## src/rtl/alu_result_uart_tx.sv

```systemverilog
// Serializes a captured ALU result onto a UART TX line as one 8N1 frame, LSB first.
// Define ALU_TX_PARITY_EN to insert an even-parity bit before the stop bit (8E1).
module alu_result_uart_tx #(
    parameter int N         = 5,
    parameter int DATA_BITS = 8,
    parameter int CLK_FREQ  = 100_000_000,
    parameter int BAUD      = 9600
) (
    input  logic         i_clock,
    input  logic         i_reset,
    input  logic [N-1:0] i_result,
    input  logic         i_send,
    output logic         o_tx,
    output logic         o_busy,
    output logic         o_done
);

    localparam int CLKS_PER_BIT = CLK_FREQ / BAUD;
    localparam int CW = (CLKS_PER_BIT > 1) ? $clog2(CLKS_PER_BIT) : 1;
    localparam int IW = (DATA_BITS > 1) ? $clog2(DATA_BITS) : 1;
    localparam logic [CW-1:0] CNT_LAST = CW'(CLKS_PER_BIT - 1);
    localparam logic [CW-1:0] CNT_PRE  = CW'(CLKS_PER_BIT - 2);
    localparam logic [IW-1:0] IDX_LAST = IW'(DATA_BITS - 1);

    generate
        if (N > DATA_BITS) begin : g_width_check
            $error("alu_result_uart_tx: N must not exceed DATA_BITS");
        end
        if (CLKS_PER_BIT < 2) begin : g_baud_check
            $error("alu_result_uart_tx: CLK_FREQ/BAUD must be at least 2");
        end
    endgenerate

    typedef enum logic [2:0] {
        S_IDLE   = 3'd0,
        S_START  = 3'd1,
        S_DATA   = 3'd2,
`ifdef ALU_TX_PARITY_EN
        S_PARITY = 3'd3,
`endif
        S_STOP   = 3'd4
    } state_t;

    state_t                 state_r;
    logic [CW-1:0]          cnt_r;
    logic [IW-1:0]          bit_idx_r;
    logic [DATA_BITS-1:0]   shreg_r;
    logic                   tx_r;
    logic                   busy_r;
    logic                   done_r;
`ifdef ALU_TX_PARITY_EN
    logic                   parity_r;
`endif

    assign o_tx   = tx_r;
    assign o_busy = busy_r;
    assign o_done = done_r;

    // Frame sequencer; every output is set one cycle ahead so the line value is registered.
    always_ff @(posedge i_clock or negedge i_reset) begin
        if (!i_reset) begin
            state_r   <= S_IDLE;
            cnt_r     <= '0;
            bit_idx_r <= '0;
            shreg_r   <= '0;
            tx_r      <= 1'b1;
            busy_r    <= 1'b0;
            done_r    <= 1'b0;
`ifdef ALU_TX_PARITY_EN
            parity_r  <= 1'b0;
`endif
        end else begin
            case (state_r)
                S_IDLE: begin
                    done_r    <= 1'b0;
                    cnt_r     <= '0;
                    bit_idx_r <= '0;
                    if (i_send) begin
                        shreg_r  <= DATA_BITS'(i_result);
`ifdef ALU_TX_PARITY_EN
                        parity_r <= ^i_result;
`endif
                        state_r  <= S_START;
                        tx_r     <= 1'b0;
                        busy_r   <= 1'b1;
                    end else begin
                        tx_r     <= 1'b1;
                        busy_r   <= 1'b0;
                    end
                end
                S_START: begin
                    if (cnt_r == CNT_LAST) begin
                        cnt_r     <= '0;
                        bit_idx_r <= '0;
                        state_r   <= S_DATA;
                        tx_r      <= shreg_r[0];
                    end else begin
                        cnt_r     <= cnt_r + CW'(1);
                    end
                end
                S_DATA: begin
                    if (cnt_r == CNT_LAST) begin
                        cnt_r <= '0;
                        if (bit_idx_r == IDX_LAST) begin
`ifdef ALU_TX_PARITY_EN
                            state_r <= S_PARITY;
                            tx_r    <= parity_r;
`else
                            state_r <= S_STOP;
                            tx_r    <= 1'b1;
`endif
                        end else begin
                            bit_idx_r <= bit_idx_r + IW'(1);
                            shreg_r   <= shreg_r >> 1;
                            tx_r      <= shreg_r[1];
                        end
                    end else begin
                        cnt_r <= cnt_r + CW'(1);
                    end
                end
`ifdef ALU_TX_PARITY_EN
                S_PARITY: begin
                    if (cnt_r == CNT_LAST) begin
                        cnt_r   <= '0;
                        state_r <= S_STOP;
                        tx_r    <= 1'b1;
                    end else begin
                        cnt_r   <= cnt_r + CW'(1);
                    end
                end
`endif
                S_STOP: begin
                    // o_done is raised one cycle early so it coincides with the last stop cycle.
                    if (cnt_r == CNT_LAST) begin
                        cnt_r   <= '0;
                        state_r <= S_IDLE;
                        busy_r  <= 1'b0;
                        done_r  <= 1'b0;
                    end else begin
                        cnt_r   <= cnt_r + CW'(1);
                        done_r  <= (cnt_r == CNT_PRE);
                    end
                end
                default: begin
                    state_r <= S_IDLE;
                    cnt_r   <= '0;
                    tx_r    <= 1'b1;
                    busy_r  <= 1'b0;
                    done_r  <= 1'b0;
                end
            endcase
        end
    end

endmodule
```

## config.mk

```make
export PLATFORM = sky130hd
export DESIGN_NAME = alu_result_uart_tx
export DESIGN_NICKNAME = d
export VERILOG_FILES = /design/src/rtl/alu_result_uart_tx.sv
export SDC_FILE = /design/constraint.sdc
export NUM_CORES = 1
export LEC_CHECK = 0
export ABC_AREA = 1
export BUFFER_PORTS_ARGS = -buffer_cell sky130_fd_sc_hd__buf_2
export CORE_ASPECT_RATIO = 0.7
export CORE_UTILIZATION = 50
export CTS_BUF_LIST = sky130_fd_sc_hd__clkbuf_2
export CTS_CLUSTER_SIZE = 8
export DETAILED_ROUTE_END_ITERATION = 6
export PLACE_DENSITY = 0.75
export SLEW_MARGIN = 20
export SYNTH_ARGS = -nofsm -noshare
export SYNTH_HDL_FRONTEND = slang
export SYNTH_SLANG_ARGS = --single-unit
```

## constraint.sdc

```tcl
create_clock -name i_clock -period 2.1 [get_ports i_clock]
set_input_delay 0.21 -clock i_clock [delete_from_list [all_inputs] [get_ports i_clock]]
set_output_delay 0.21 -clock i_clock [all_outputs]
set_load 0.005 [all_outputs]
```

# Yosys cells after proc, flatten, opt, wreduce, memory -nomap -nowiden
# Cells that the tools add are included.
# totals
register_bits	31
in_bits	8
out_inout_bits	3
# op_classes
addsub	2
eq_ne	12
n_mux	25
n_bitwise	2
n_reduce_logical	10
# ops
operator	count
$eq A14 B14 Y1 const B	2
$mux W14	2
$mux W8	3
$mux W3	7
$pmux W8 S2	1
$add A14 B1 Y14 const B	1
$ne A2 B2 Y1 const B	6
$pmux W3 S4	1
$pmux W3 S3	1
$reduce_and A4 Y1	2
$mux W1	7
$eq A3 B3 Y1 const B	2
$reduce_and A5 Y1	1
$pmux W1 S4	1
$add A3 B1 Y3 const B	1
$eq A3 B1 Y1 const B	1
$eq A3 B2 Y1 const B	1
$logic_not A3 Y1	1
$pmux W1 S3	1
$reduce_and A3 Y1	1
$reduce_bool A3 Y1	1
$reduce_or A3 Y1	1
$not A1 Y1	2
$pmux W1 S2	1
other kinds (3)	3

# Logic depth before layout (Yosys ltp)
# depth
word_depth	4
mapped_depth	9
depth_no_buf	9

# Worst setup path after synthesis
# No wires, ideal clock.
# synth_timing
path_type	reg-to-reg
start	register bit_idx_r[0]
end	register shreg_r[2]
setup_time_ns	0.116
t_arrival_ns	1.373
required_time_ns	1.984
slack_ns	0.611
path_stages_with_launch	9
path_buffers	0
cell_sequence	dfrtp_1 ha_1 ha_1 inv_1 nand3_1 a21boi_2 nand2_2 nand2_1 nand2_1
# synth_via
elab_chain_cells	3
# synth_lines
element	line	source
start, declared	46	logic [IW-1:0] bit_idx_r;
start signal, assigned	113	bit_idx_r <= bit_idx_r + IW'(1);
$eq A3 B3 Y1	104	if (bit_idx_r == IDX_LAST) begin
$ne A2 B2 Y1 (no source line)	-	
$reduce_and A4 Y1 (no source line)	-	
end signal, assigned	79	shreg_r <= DATA_BITS'(i_result);
end signal, assigned	114	shreg_r <= shreg_r >> 1;
end, declared	47	logic [DATA_BITS-1:0] shreg_r;
# Every way passes these cells.
# A chain may end at the register's enable or synchronous reset.

# Final worst setup path
# layout_timing
start	register bit_idx_r[0]
end	register shreg_r[4]
# Same word-level chain as after synthesis.

==> metrics <==
total of max-cap violations 0; grt ovf 0; row cnt 16; post-synth top area share 41.9%; Critical Path Fanout Max 6; total negative slack 0 ns; Tot Pwr 1.83 mW; Area growth, synth to finish 6.98%; wire per inst around 12 um; largest area contributor in the netlist dfrtp_1; commonest cells after routing, fill and taps aside 71 x nand2_1, 34 x nor2_1, 27 x nand3_1, 27 x dfrtp_1, 24 x inv_1; Relative slew margins 58.8%; clk sinks 28; Die H 49.5 um; RePlAce Congestion between 0.8 and 0.9; Total Nets Final 249; later-pin clock latency in the skew report 0.37 ns; LEAKAGE 0.888 nW; Root Driver clkbuf_2; outcome finished clean; pre-CTS setup slack 0.410 ns; Avg Synthesized Cell Area 7.26 um2; Post-Syn Area 1610 um2; Worst Hold Endpoint shreg_r[4]; placed insts 267; vias in the first global route approximately 1,200; Filler Cell Count 282; Setup WS post-layout roughly 0.35 ns; Initial Util 55.2%; Die X 69.9 um; max-slew violation count 0; crit share post-route 83.5%; global-route usage over all layers 20.5%; initial antenna violation count 0; hold path startpoint i_result[4]; commonest non-fill, non-tap cell in the layout nand2_1; Worst EP required 2.39 ns; Area contributors post-synth dfrtp_1 42%, nand2_1 17%, nand3_1 8.4%; drt total wl 3.15 mm; via density per instance 5.07; setup slack, reg-to-reg 0.35 ns; share of cells above drive strength 1 11.9%; Synth cell types 24; Clock Skew between 0.015 and 0.02 ns; H-Tree Level Count 1; RR Endpoint shreg_r[4]; fmax 570 MHz; first-pass GRT wire length 5.59 mm; Worst Setup Path Type flip-flop to flip-flop; Power Density 1060 nW/um2; CTS tree yes; Worst Path Arrival 2.04 ns; DP HPWL 2.42 mm; Hold Path Class input port to flip-flop; hold path depth 3; post-synthesis sequential area ratio between 40% and 50%; Critical R2R Launch bit_idx_r[0]; Yosys warning count 0; Post-CTS Setup Inserts 0; post-synthesis register bit count 28; total die area 3460 um2; CTS clk-pin slew, worst paths 0.26 ns; io pins 11; IO Port Bufs 10; CTS Buf Count 3; Antenna Cells 0; Post-Layout Cell Count 272; Worst Setup End Kind flip-flop; Final ANT Viol Nets 0; Slew @ Worst Pin approximately 0.62 ns; first-pass iteration count of the detailed router 4; DRC Markers 0; minimum clock period 1.75 ns; post_cts resized 0; RSZ-0062 raised after global routing no; syn nets 234; initial drt markers roughly 110; r2r worst-path depth 8; largest net degree at the start of global routing 29; Setup Viol. Count Final 0; fin util approximately three fifths; hold violation count in the final report 0; core box area about 2900 um2; Peak VDD IR 641 uV; CP Launch Type flip-flop; Synth Instances between 200 and 250; clk buf depth 2; via count 1,380
[cell usage after synthesis]
cell	number
nand2_1	71
nor2_1	34
dfrtp_1	27
nand3_1	27
inv_1	24
nand2_2	5
nand4_1	5
ha_1	4
nor3_1	3
o21ai_0	3
a21oi_1	2
inv_2	2
nor2_4	2
xnor2_1	2
xor2_1	2
a21boi_2	1
a31oi_1	1
buf_6	1
dfstp_2	1
nor2_2	1
nor3_2	1
o21a_4	1
o21bai_1	1
or2_2	1
[state kept, by name (all words and copies together) (netlist names)]
| name | count |
|---|---|
| cnt_r | 14 |
| shreg_r | 5 |
| bit_idx_r | 3 |
| state_r | 3 |
| o_busy | 1 |
| o_done | 1 |
| o_tx | 1 |
[metrics by stage]
step                      hold WS (ns)  area [um2]
after floorplan                -0.0856        1610
after global placement           0.263        1700
after detailed placement         0.266        1700
after CTS                       0.0316        1730
after global routing            0.0141        1730
final                           0.0600        1730
[critical path: stages (launching register included)]
cell	delay [ns]
dfrtp_1	0.46
ha_1	0.20
ha_1	0.17
inv_1	0.11
nand3_1	0.14
a21boi_2	0.33
nand2_2	0.14
nand2_1	0.08
nand2_1	0.04
[kinds of logic (layout without fill, tap and decap cells)]
family | after synthesis | in the layout | share of synthesized area (%)
simple gates | 150 | 150 | 40.4
flops | 28 | 28 | 43.5
compound gates | 9 | 9 | 4.03
fa+ha+maj | 4 | 4 | 3.10
xor+xnor | 4 | 4 | 2.17
buf+inv | 27 | 41 | 6.75
[area by class of cell]
type	instances	area (um2)	share of cell area, %
clock buffer	3	15.0	0.870
clock inverter	1	3.75	0.218
inverter	26	97.6	5.66
multi-input combinational	167	802	46.5
sequential	28	702	40.7
tap	36	45.0	2.61
timing repair buffer	11	60.1	3.48
[power breakdown]
part           internal, mW  switching (mW)
sequential            0.670          0.0923
combinational         0.288           0.580
clock                0.0414           0.157
total                 0.999           0.829
[how the worst max path moves through the flow]
| stage | from | endpoint | slack, ns | cells after the start |
|---|---|---|---|---|
| finish | bit_idx_r[0] | shreg_r[4] | 0.35 | 8 |
| global route | cnt_r[0] | bit_idx_r[1] | 0.22 | 8 |
| CTS | bit_idx_r[0] | shreg_r[2] | 0.40 | 8 |
| detailed placement | bit_idx_r[0] | shreg_r[2] | 0.41 | 8 |
| global placement | cnt_r[0] | bit_idx_r[0] | 0.46 | 8 |
| floorplan | bit_idx_r[0] | shreg_r[2] | 0.61 | 8 |
[what timing repair did]
action,CTS,global route
hold buffers,1,0
endpoints found under the setup margin,0,0
endpoints found under the hold margin,27,0
[per-layer routing]
layer,wire (um),GRT usage [%],up-vias
li1,-,-,724
met1,1770,32.0,629
met2,1230,28.7,25
met3,142,4.91,2
met4,10,4.00,0
met5,0,0,-
Note: power is estimated with default switching activity, not from simulation.
